--- src/rtl/dcache_wb_buffer_if.sv ---
// AXI3 write-address/data/response channel bundle between the write-back buffer and the fabric.
interface dcache_wb_buffer_if;
    logic [3:0]  awid;
    logic [31:0] awaddr;
    logic [3:0]  awlen;
    logic [2:0]  awsize;
    logic [1:0]  awburst;
    logic [1:0]  awlock;
    logic [3:0]  awcache;
    logic [2:0]  awprot;
    logic        awvalid;
    logic        awready;
    logic [3:0]  wid;
    logic [31:0] wdata;
    logic [3:0]  wstrb;
    logic        wlast;
    logic        wvalid;
    logic        wready;
    logic [3:0]  bid;
    logic [1:0]  bresp;
    logic        bvalid;
    logic        bready;

    modport master (
        output awid, awaddr, awlen, awsize, awburst, awlock, awcache, awprot, awvalid,
        input  awready,
        output wid, wdata, wstrb, wlast, wvalid,
        input  wready,
        input  bid, bresp, bvalid,
        output bready
    );

    modport slave (
        input  awid, awaddr, awlen, awsize, awburst, awlock, awcache, awprot, awvalid,
        output awready,
        input  wid, wdata, wstrb, wlast, wvalid,
        output wready,
        output bid, bresp, bvalid,
        input  bready
    );
endinterface

--- src/rtl/dcache_wb_buffer.sv ---
// Dcache eviction write-back buffer: queues whole lines and drains each as one 4-beat AXI INCR burst.
module dcache_wb_buffer #(
    parameter int unsigned DEPTH = 2,
    parameter logic [3:0]  WR_ID = 4'd1
) (
    input  logic               aclk,
    input  logic               aresetn,
    input  logic               wr_req,
    input  logic [31:0]        wr_addr,
    input  logic [127:0]       wr_data,
    output logic               wr_rdy,
    input  logic [31:0]        chk_addr,
    output logic               chk_hit,
    output logic               empty,
    dcache_wb_buffer_if.master axi
);
    localparam int unsigned PTR_W  = (DEPTH > 1) ? $clog2(DEPTH) : 1;
    localparam int unsigned CNT_W  = $clog2(DEPTH + 1);
    localparam int unsigned TAG_W  = 28;
    localparam int unsigned LINE_W = 128;
    localparam int unsigned WORD_W = 32;

    typedef enum logic [1:0] {
        S_IDLE = 2'd0,
        S_AW   = 2'd1,
        S_W    = 2'd2,
        S_B    = 2'd3
    } state_e;

    state_e             state_q;
    state_e             state_d;
    logic [TAG_W-1:0]   tag_q  [DEPTH];
    logic [LINE_W-1:0]  data_q [DEPTH];
    logic [DEPTH-1:0]   valid_q;
    logic [PTR_W-1:0]   wr_ptr_q;
    logic [PTR_W-1:0]   rd_ptr_q;
    logic [CNT_W-1:0]   count_q;
    logic [1:0]         beat_q;
    logic               push;
    logic               pop;
    logic               beat_acc;
    logic [DEPTH-1:0]   set_mask;
    logic [DEPTH-1:0]   clr_mask;

    assign wr_rdy   = (count_q != CNT_W'(DEPTH));
    assign push     = wr_req & wr_rdy;
    assign pop      = (state_q == S_B) & axi.bvalid;
    assign beat_acc = (state_q == S_W) & axi.wready;
    assign empty    = (count_q == '0) & (state_q == S_IDLE);
    assign set_mask = DEPTH'(push) << wr_ptr_q;
    assign clr_mask = DEPTH'(pop) << rd_ptr_q;

    // Line storage needs no reset: an entry is only read while its valid bit is set.
    always_ff @(posedge aclk) begin
        if (push) begin
            tag_q[wr_ptr_q]  <= wr_addr[31:4];
            data_q[wr_ptr_q] <= wr_data;
        end
    end

    // FIFO bookkeeping; push and pop never target the same slot because pop needs a held head.
    always_ff @(posedge aclk) begin
        if (!aresetn) begin
            wr_ptr_q <= '0;
            rd_ptr_q <= '0;
            count_q  <= '0;
            valid_q  <= '0;
        end else begin
            valid_q <= (valid_q | set_mask) & ~clr_mask;
            if (push) begin
                wr_ptr_q <= wr_ptr_q + PTR_W'(1);
            end
            if (pop) begin
                rd_ptr_q <= rd_ptr_q + PTR_W'(1);
            end
            case ({push, pop})
                2'b10:   count_q <= count_q + CNT_W'(1);
                2'b01:   count_q <= count_q - CNT_W'(1);
                default: count_q <= count_q;
            endcase
        end
    end

    // Beat index within the current burst; wraps to 0 after the last beat.
    always_ff @(posedge aclk) begin
        if (!aresetn) begin
            beat_q <= '0;
        end else if (state_q == S_IDLE) begin
            beat_q <= '0;
        end else if (beat_acc) begin
            beat_q <= beat_q + 2'd1;
        end
    end

    always_ff @(posedge aclk) begin
        if (!aresetn) begin
            state_q <= S_IDLE;
        end else begin
            state_q <= state_d;
        end
    end

    // One burst outstanding: address, then data, then response.
    always_comb begin
        state_d = state_q;
        case (state_q)
            S_IDLE:  if (count_q != '0) state_d = S_AW;
            S_AW:    if (axi.awready) state_d = S_W;
            S_W:     if (axi.wready && (beat_q == 2'd3)) state_d = S_B;
            S_B:     if (axi.bvalid) state_d = S_IDLE;
            default: state_d = S_IDLE;
        endcase
    end

    // Channel outputs come only from state, beat counter and the head entry.
    always_comb begin
        axi.awvalid = 1'b0;
        axi.wvalid  = 1'b0;
        axi.bready  = 1'b0;
        case (state_q)
            S_AW:    axi.awvalid = 1'b1;
            S_W:     axi.wvalid  = 1'b1;
            S_B:     axi.bready  = 1'b1;
            default: ;
        endcase
        axi.awaddr = {tag_q[rd_ptr_q], 4'h0};
        axi.wdata  = data_q[rd_ptr_q][{beat_q, 5'b0} +: WORD_W];
        axi.wlast  = (state_q == S_W) && (beat_q == 2'd3);
    end

    assign axi.awid    = WR_ID;
    assign axi.awlen   = 4'd3;
    assign axi.awsize  = 3'd2;
    assign axi.awburst = 2'b01;
    assign axi.awlock  = 2'b00;
    assign axi.awcache = 4'h0;
    assign axi.awprot  = 3'h0;
    assign axi.wid     = WR_ID;
    assign axi.wstrb   = 4'hf;

    // Refill hazard check against every held line, including the one being drained.
    always_comb begin
        chk_hit = 1'b0;
        for (int unsigned i = 0; i < DEPTH; i++) begin
            if (valid_q[i] && (tag_q[i] == chk_addr[31:4])) begin
                chk_hit = 1'b1;
            end
        end
    end

    logic unused_inputs;
    assign unused_inputs = ^{axi.bid, axi.bresp, wr_addr[3:0], chk_addr[3:0]};

endmodule
--- src/flat_wrapper.sv ---
// flat-port wrapper written by rule: the top's interface ports become plain ports
module dcache_wb_buffer_flat 
#(
    parameter int unsigned DEPTH = 2,
    parameter logic [3:0]  WR_ID = 4'd1
)
  (aclk, aresetn, wr_req, wr_addr, wr_data, wr_rdy, chk_addr, chk_hit, empty, axi_awid, axi_awaddr, axi_awlen, axi_awsize, axi_awburst, axi_awlock, axi_awcache, axi_awprot, axi_awvalid, axi_awready, axi_wid, axi_wdata, axi_wstrb, axi_wlast, axi_wvalid, axi_wready, axi_bid, axi_bresp, axi_bvalid, axi_bready);
  dcache_wb_buffer_if axi_i ();
  input  logic aclk;
  input  logic aresetn;
  input  logic wr_req;
  input  logic [31:0] wr_addr;
  input  logic [127:0] wr_data;
  output logic wr_rdy;
  input  logic [31:0] chk_addr;
  output logic chk_hit;
  output logic empty;
  output wire logic [$bits(axi_i.awid)-1:0] axi_awid;
  output wire logic [$bits(axi_i.awaddr)-1:0] axi_awaddr;
  output wire logic [$bits(axi_i.awlen)-1:0] axi_awlen;
  output wire logic [$bits(axi_i.awsize)-1:0] axi_awsize;
  output wire logic [$bits(axi_i.awburst)-1:0] axi_awburst;
  output wire logic [$bits(axi_i.awlock)-1:0] axi_awlock;
  output wire logic [$bits(axi_i.awcache)-1:0] axi_awcache;
  output wire logic [$bits(axi_i.awprot)-1:0] axi_awprot;
  output wire logic [$bits(axi_i.awvalid)-1:0] axi_awvalid;
  input wire logic [$bits(axi_i.awready)-1:0] axi_awready;
  output wire logic [$bits(axi_i.wid)-1:0] axi_wid;
  output wire logic [$bits(axi_i.wdata)-1:0] axi_wdata;
  output wire logic [$bits(axi_i.wstrb)-1:0] axi_wstrb;
  output wire logic [$bits(axi_i.wlast)-1:0] axi_wlast;
  output wire logic [$bits(axi_i.wvalid)-1:0] axi_wvalid;
  input wire logic [$bits(axi_i.wready)-1:0] axi_wready;
  input wire logic [$bits(axi_i.bid)-1:0] axi_bid;
  input wire logic [$bits(axi_i.bresp)-1:0] axi_bresp;
  input wire logic [$bits(axi_i.bvalid)-1:0] axi_bvalid;
  output wire logic [$bits(axi_i.bready)-1:0] axi_bready;
  assign axi_awid = axi_i.awid;
  assign axi_awaddr = axi_i.awaddr;
  assign axi_awlen = axi_i.awlen;
  assign axi_awsize = axi_i.awsize;
  assign axi_awburst = axi_i.awburst;
  assign axi_awlock = axi_i.awlock;
  assign axi_awcache = axi_i.awcache;
  assign axi_awprot = axi_i.awprot;
  assign axi_awvalid = axi_i.awvalid;
  assign axi_i.awready = axi_awready;
  assign axi_wid = axi_i.wid;
  assign axi_wdata = axi_i.wdata;
  assign axi_wstrb = axi_i.wstrb;
  assign axi_wlast = axi_i.wlast;
  assign axi_wvalid = axi_i.wvalid;
  assign axi_i.wready = axi_wready;
  assign axi_i.bid = axi_bid;
  assign axi_i.bresp = axi_bresp;
  assign axi_i.bvalid = axi_bvalid;
  assign axi_bready = axi_i.bready;
  dcache_wb_buffer #(.DEPTH(DEPTH), .WR_ID(WR_ID)) u_core (.aclk(aclk), .aresetn(aresetn), .wr_req(wr_req), .wr_addr(wr_addr), .wr_data(wr_data), .wr_rdy(wr_rdy), .chk_addr(chk_addr), .chk_hit(chk_hit), .empty(empty), .axi(axi_i));
endmodule
--- config.mk ---
export PLATFORM = sky130hd
export DESIGN_NAME = dcache_wb_buffer_flat
export DESIGN_NICKNAME = d
export VERILOG_FILES = /design/src/rtl/dcache_wb_buffer_if.sv /design/src/rtl/dcache_wb_buffer.sv /design/src/flat_wrapper.sv
export SDC_FILE = /design/constraint.sdc
export NUM_CORES = 1
export LEC_CHECK = 0
export ABC_AREA = 1
export CORE_MARGIN = 4
export CORE_UTILIZATION = 49
export DETAILED_ROUTE_END_ITERATION = 10
export GPL_TIMING_DRIVEN = 0
export HOLD_SLACK_MARGIN = 0.1
export PLACE_DENSITY_LB_ADDON = 0.05
export SLEW_MARGIN = 30
export SYNTH_ARGS = -nofsm -noshare
export SYNTH_HDL_FRONTEND = slang
export SYNTH_SLANG_ARGS = --single-unit
export TNS_END_PERCENT = 100
--- constraint.sdc ---
create_clock -name aclk -period 10.1 [get_ports aclk]
set_input_delay 1.01 -clock aclk [delete_from_list [all_inputs] [get_ports aclk]]
set_output_delay 1.01 -clock aclk [all_outputs]
set_load 0.005 [all_outputs]
## After elaboration in Yosys (flattened, before gate mapping)

Memories as Yosys holds them, arrays and structs flattened. A register that Yosys moved wholly into a read port is not among the register bits.
Index checks and enable logic that the tools add are counted.

- Flip-flop bits (word level): 10
- Memory bits (writable): 312
- Bits of input ports: 204
- Output and inout port bits: 101
- Word-level logic and storage cells: 64
- Memories kept: 2

Memories:

| memory | depth | width | read ports | clocked after memory_dff | wr ports | line | text |
|---|---|---|---|---|---|---|---|
| u_core.data_q | 2 | 128 | 1 | 1 | 1 | dcache_wb_buffer.sv:33 | `logic [LINE_W-1:0] data_q [DEPTH];` |
| u_core.tag_q | 2 | 28 | 3 | 1 | 1 | dcache_wb_buffer.sv:32 | `logic [TAG_W-1:0] tag_q [DEPTH];` |

- $add $sub $neg: 5
- Eq/ne operators: 13
- Shifts and indexed selects: 3
- Muxes and demuxes: 17
- Bitwise operators: 8
- Reduce and logical (&&, ||, !) cells: 10

Operators with widths:

| cell | number |
|---|---|
| 128-bit by 8-bit indexed part select with 32-bit output | 1 |
| 28-bit equality test | 2 |
| 1-bit two-way mux | 11 |
| 2-bit != test, second input constant | 5 |
| 2-bit equality test, second input constant | 4 |
| 2-bit two-way mux | 4 |
| 2-bit one-hot mux with 4 select lines | 1 |
| 2-bit by 1-bit adder with 2-bit output, second input constant | 2 |
| 1-bit bitwise AND | 4 |
| 2-bit by 1-bit equality test with 1-bit output, second input constant | 2 |
| 1-bit logical AND | 4 |
| 2-bit logical NOT | 2 |
| 2-bit one-hot mux with 2 select lines | 1 |
| 4-bit AND reduction | 1 |
| 2-bit nonzero test | 2 |
| 1-bit by 1-bit << shifter with 2-bit output | 2 |
| 1-bit adder, second input constant | 2 |
| 2-bit bitwise AND | 1 |
| 2-bit NOT | 1 |
| 2-bit bitwise OR | 1 |
| 2-bit OR reduction | 1 |
| 2-bit by 1-bit subtractor with 2-bit output, second input constant | 1 |
| 1-bit NOT | 1 |

## Depth between registers and ports, before layout

Gate-level depths: netlist of the first run.

- Depth after elaboration: 5
- Depth in mapped cells: 10
- Depth with buffers taken out: 10

## Worst setup path after synthesis of the first run

OpenSTA, ideal clock, no wires.

- Path kind: input to register
- From: input wr_req
- To: memory u_core.data_q[0][0] (enable)
- Library setup time: 0.674 ns
- Arrival: 7.590 ns
- Data required time: 9.426 ns
- Path slack: 1.836 ns
- Cell stages on the path: 2
- Path buffers: 0
- Cell sequence: nand2_1 -> nor2_1

- Longest elaborated chain between the ends: 3

Ends and longest elaborated chain:

| what | line | text |
|---|---|---|
| start: declaration | flat_wrapper.sv:11 | `input logic wr_req;` |
| 1-bit bitwise AND | dcache_wb_buffer.sv:46 | `assign push = wr_req & wr_rdy;` |
| 1-bit two-way mux | dcache_wb_buffer.sv:55 | `if (push) begin` |
| 1-bit two-way mux (implied by the code) | dcache_wb_buffer.sv:57 | `data_q[wr_ptr_q] <= wr_data;` |
| end: declaration | dcache_wb_buffer.sv:33 |  |

Every way passes these cells.

## Final worst setup path of the first run

- From: input chk_addr[5]
- To: output chk_hit

- Longest elaborated chain between the ends: 4
- Elaborated cells on any way between the ends: 6
- Those cells by class: eq/ne: 2; mux: 2; reduce/logical: 2

Ends and longest elaborated chain:

| what | line | text |
|---|---|---|
| start: declaration | flat_wrapper.sv:15 | `input logic [31:0] chk_addr;` |
| 28-bit equality test | dcache_wb_buffer.sv:145 | `if (valid_q[i] && (tag_q[i] == chk_addr[31:4])) begin` |
| 1-bit logical AND | dcache_wb_buffer.sv:145 |  |
| 1-bit two-way mux | dcache_wb_buffer.sv:145 |  |
| 1-bit two-way mux * | dcache_wb_buffer.sv:145 |  |
| end: declaration | flat_wrapper.sv:16 | `output logic chk_hit;` |

Mark *: on every way between the ends. The rest lies on a longest branch, timed or not.

==> results.cfg, run 1 <==
[logic_synthesis]
ys_async_sr_fraction = 0
syn-cell-area_um2 = 13810
yosys.area.top_type = edfxtp_1
synth.distinct_cells = 29
synth-edff-count = 312
yosys_most_used_dff = edfxtp_1
yosys-top-cells-area = edfxtp_1 68%, nand2_1 7.0%, nor2_1 5.4%, o21ai_0 4.4%, inv_1 2.4%
synth_top_area_frac = 0.6786
yosysWarnings = 0
seq_area_frac_synth = 0.6946
ys_ff_latch = 323
synth_cells = 1236
avgSynthCellArea_um2 = 11.17

[clock_tree]
insertion_delay_ns = 0.51
clkTransAtPathRegs_ns = 0.05
clockBufferDepth = 3
h-tree-depth = 2
cts.sinks = 323
cts_hold_buf = 0
cts_tree = done
clockRootBuffer = clkbuf_16
post-cts-setup-buffers = 0
cts_resized = 0
cts_buffers = 35

[routing]
wl_per_cell_um = 19.04
ant_nets = 0
dr.pass1.iters = 5
drc = 0
num_vias = 9972
viasPerCell = 5.047
routed_wl_um = 37630
drt_iter0_drc = 805

[placed_design]
dp_hpwl_um = 26540
port_buffers = 256
place_congestion = 0.9204
place_ws_ns = 6.203
placedCellCount = 1912
dpl_cell_area_um2 = 17250

[worst_setup_path]
r2r-end = u_core.data_q[1][101]
critPathLaunchType = primary input
crit_path_max_fanout = 3
reg2reg_depth = 7
endpoint_kind = output pin
cp.arrival_ns = 2.89
path_class = primary input to output pin
r2r_start = u_core.count_q[0]
crit_required_ns = 9.09
rrSetupSlack_ns = 7.86

[cells_and_area]
final_common_cell = edfxtp_1
fillers = 2260
register_area_um2 = 9589
area_growth_pct = 32.38
nNetsFinal = 1784
final_cell_mix = 312 x edfxtp_1, 258 x nand2_1, 256 x clkdlybuf4s50_1
instances_no_fill = 1976
multi_input_area_um2 = 3408
fin_util = 0.6579
finalInstanceArea_um2 = 18280
drive_above_1_share = 0.07707

[global_routing]
grt-ovfl-total = 0
antenna_found_initial = 6
grt_pass1_vias = 9893
track_usage = 0.2359
grt_first_pass_wirelength_um = 55750
grt_max_degree = 82

[floorplan]
row_count = 61
die-area_um2 = 30930
initial_core_util = 0.4969
die_h_um = 175.9
core_um2 = 27780
die_x_um = 175.9
io_pins = 305

[flow_run]
cap_viol_max_count = 0

[hold_path]
worstHoldEndpoint = u_core.valid_q[1]
min_path_cells = 2
hp-start = u_core.valid_q[1]
hold_path.class = flop to flop

[timing]
skew_ns = 0.02099
fin_crit_sh = 0.3862
fmax_mhz = 256.4
setup-tns-final_ns = 0
setup_violations = 0
slew_violations = 0
final.setup.worst_slack_ns = 6.199
worst_slew_pin_slew_ns = 0.6752
final_hold_viol_count = 0
grt_setup_unrepaired = no
relSlewSlack = 0.5499
fin_crit_ns = 3.901

[pwr]
cellPowerDensity_nw_per_um2 = 186.5
ir_worst_vdd_uv = 151.5
power.leakage_uw = 0.006977

[status]
status = completed
[cells in the mapped netlist (3+ instances only)]
library cell	count
clkbuf_1	17
nand4_1	4
nor2_1	198
a31oi_1	32
clkbuf_2	3
buf_4	40
dfxtp_1	11
nand2_1	258
buf_2	15
inv_1	90
buf_6	10
o21ai_1	47
o21ai_0	122
ha_1	9
xnor2_1	13
edfxtp_1	312
a21oi_1	37
[per-stage QoR]
step	hold slack, ns	power (uW)
after detailed placement	0.4784	2289
final	0.4786	3409
after global placement	0.4531	2283
after floorplan	0.4375	1951
after global routing	0.5150	3556
after CTS	0.4905	3437
[sequential cells by signal, indices dropped and copies added (netlist names), named ones only]
signal,flops
u_core.beat_q,2
u_core.valid_q,2
u_core.rd_ptr_q,1
u_core.data_q,256
u_core.count_q,2
u_core.wr_ptr_q,1
u_core.tag_q,56
u_core.state_q,2
[logic make-up (layout without fill, tap and decap cells)]
family,Yosys count,in the layout,share of synthesized area
AND/OR/NAND/NOR,466,466,0.1281
flip-flops,323,323,0.6946
AO/OA/AOI/OAI,242,242,0.09126
buffers and inverters,179,507,0.06779
XOR/XNOR,15,15,0.009516
adder cells (fa/ha/maj),9,9,0.008157
other,2,36,0.0005440
[report_power, final]
group          switching [uW]  internal, uW
registers                33.7          1600
clock network             496           655
logic                     329           300
[critical path, stage by stage]
cell	delay, ns
clkdlybuf4s50_1	0.57
inv_1	0.06
nand2_1	0.09
nand4_1	0.13
nor2_1	0.12
nand2_1	0.06
nor2_1	0.18
nand2_1	0.07
nand2_1	0.08
clkdlybuf4s50_1	0.51
[final cells by class]
| cell class | instances | share of cell area |
|---|---|---|
| clock buffers | 47 | 0.05155 |
| diodes | 2 | 0.0002738 |
| flip-flops and latches | 323 | 0.5247 |
| inverters | 91 | 0.01937 |
| multi-input cells | 766 | 0.1865 |
| plain buffers | 88 | 0.03224 |
| well taps | 378 | 0.02588 |
| clock inverters | 15 | 0.004245 |
| repair buffers | 266 | 0.1553 |
[metal layers]
metal	GRT usage	routed length [um]
met1	0.3006	15670
met2	0.4116	18510
met5	0	61
met3	0.05467	2675
met4	0.05750	706
[worst max-delay path by stage]
stage | from | endpoint | slack [ns] | depth (start not counted)
6_report | chk_addr[5] | chk_hit | 6.20 | 10
5_1_grt | chk_addr[21] | chk_hit | 6.05 | 12
4_1_cts | chk_addr[21] | chk_hit | 6.19 | 12
3_5_place_dp | chk_addr[21] | chk_hit | 6.20 | 12
3_3_place_gp | wr_req | u_core.valid_q[0] | -2.80 | 5
2_1_floorplan | wr_req | u_core.data_q[0][0] | 1.84 | 2
Power figures use the tool's default switching activity.
==> run 2, diff against run 1 <==
- CORE_UTILIZATION: 49 -> 46
- clock period: 10.1 -> 3.2 ns (I/O delays scaled with it)
==> run 2 against run 1 <==
Compared with the run above:
- non-clock buffer count rose by 5
- final cell count rose by 0.91%
- clock skew rose by 0.0055 ns
- flip-flop and latch count did not move
- die area rose by 6.2%
- via count fell by 1.4%
- combinational power rose to 3.1 times the previous value
- wire length fell by 4.4%
- count of clock-buffer cells in the layout fell by 3
- hold slack got worse by 0.10 ns
- critical endpoint is now axi_wdata[15]
==> results.cfg, run 2 (synthesis results as in run 1) <==
[clock_tree]
cts.sinks = 323
cts_tree = done
cts_resized = 0
clockRootBuffer = clkbuf_16
clockBufferDepth = 3
clkTransAtPathRegs_ns = 0.06
post-cts-setup-buffers = 0
cts_buffers = 35
cts_hold_buf = 0
insertion_delay_ns = 0.52
h-tree-depth = 2

[timing]
skew_ns = 0.02651
hold_slack_ns = 0.3748
worst_slew_pin_slew_ns = 0.7256
slew_violations = 0
fmax_mhz = 343.8
final_hold_viol_count = 0
setup_violations = 0
grt_setup_unrepaired = no
fin_crit_sh = 0.9090
fin_crit_ns = 2.909
relSlewSlack = 0.5163

[floorplan]
die_h_um = 181.2
core_um2 = 29640
io_pins = 305
initial_core_util = 0.4658
row_count = 63
die_x_um = 181.2
die-area_um2 = 32850

[worst_setup_path]
path_class = flop to output pin
reg2reg_depth = 8
crit_required_ns = 2.88
cp.arrival_ns = 2.59
critPathLaunchType = flop
endpoint_kind = output pin
crit_path_max_fanout = 10

[cells_and_area]
top_register = u_core.data_q
final_common_cell = edfxtp_1
drive_above_1_share = 0.08609
nNetsFinal = 1789
instances_no_fill = 1994
largest_reg_flops = 256
top_regs = u_core.data_q x256, u_core.tag_q x56
area_growth_pct = 33.80
finalInstanceArea_um2 = 18470
final_cell_mix = 312 x edfxtp_1, 256 x clkdlybuf4s50_1, 255 x nand2_1

[global_routing]
grt_first_pass_wirelength_um = 54030
track_usage = 0.2105
grt_pass1_vias = 9645
grt-ovfl-total = 0
grt_max_degree = 28
antenna_found_initial = 7

[routing]
drt_iter0_drc = 684
ant_nets = 0
num_vias = 9837
wl_per_cell_um = 18.04
routed_wl_um = 35980
drc = 0
viasPerCell = 4.933
dr.pass1.iters = 5

[flow_run]
cap_viol_max_count = 0

[placed_design]
dpl_cell_area_um2 = 17360
port_buffers = 256
placedCellCount = 1929
dp_hpwl_um = 25950
place_congestion = 0.8994

[pwr]
netSwitchingFraction = 0.2452
p_sw_uw = 2698
p_comb_frac = 0.180
intPower_uw = 8307
p_total_uw = 11010
power.leakage_uw = 0.007047
seqPwrFrac = 0.467
cellPowerDensity_nw_per_um2 = 595.8
clockPowerShare = 0.353
ir_worst_vdd_uv = 432.6

[hold_path]
hold_path.class = primary input to flop
min_path_cells = 1

[status]
status = completed
run 2: per-layer routing:
| metal | track usage | share of wire | vias to the layer above |
|---|---|---|---|
| met1 | 0.2779 | 0.42 | 4577 |
| met5 | 0 | 0.0019 | - |
| li1 | - | - | 4844 |
| met2 | 0.3545 | 0.48 | 342 |
| met4 | 0.05584 | 0.022 | 12 |
| met3 | 0.04751 | 0.077 | 62 |
run 2: worst paths after layout:
check,startpoint,end,slack [ns]
min,wr_data[57],u_core.data_q[1][57],0.37
min reg2reg,u_core.valid_q[1],u_core.valid_q[1],0.50
max,u_core.beat_q[0],axi_wdata[15],0.29
max reg2reg,u_core.count_q[1],u_core.data_q[1][92],0.98
run 2: critical path, stage by stage (launching register included):
cell and delay, ns:
dfxtp_1 0.37, buf_2 0.23, clkbuf_1 0.55, nor2_1 0.11, o21ai_0 0.14, a31oi_1 0.17, clkdlybuf4s50_1 0.51
run 2: layout make-up:
cell class,instances,area [um^2]
Fill cell,2371,11170
Sequential cell,323,9590
Multi-Input combinational cell,766,3416
Timing Repair Buffer,271,2925
Clock buffer,44,930.9
Buffer,88,589.3
Tap cell,390,488.0
Inverter,91,350.3
Clock inverter,20,178.9
Antenna cell,1,2.502
run 2: stage by stage:
step / setup TNS, ns / worst slack [ns] / utilization
after floorplan: -37.81 / -0.1693 / -
after global placement: -617.88 / -2.076 / 0.5735
after detailed placement: 0 / 0.6499 / 0.5857
after CTS: 0 / 0.2642 / 0.6231
after global routing: 0 / 0.1376 / 0.6232
final: 0 / 0.2912 / 0.6232
run 2: power by group through the flow:
stage          sequential, uW  combinational (uW)  clock [uW]
5_1_grt                  5170                2180        4150
3_5_place_dp             5230                2000           0
2_1_floorplan            5230                 887           0
6_report                 5140                1980        3880
3_3_place_gp             5270                1860           0
4_1_cts                  5140                2010        3960
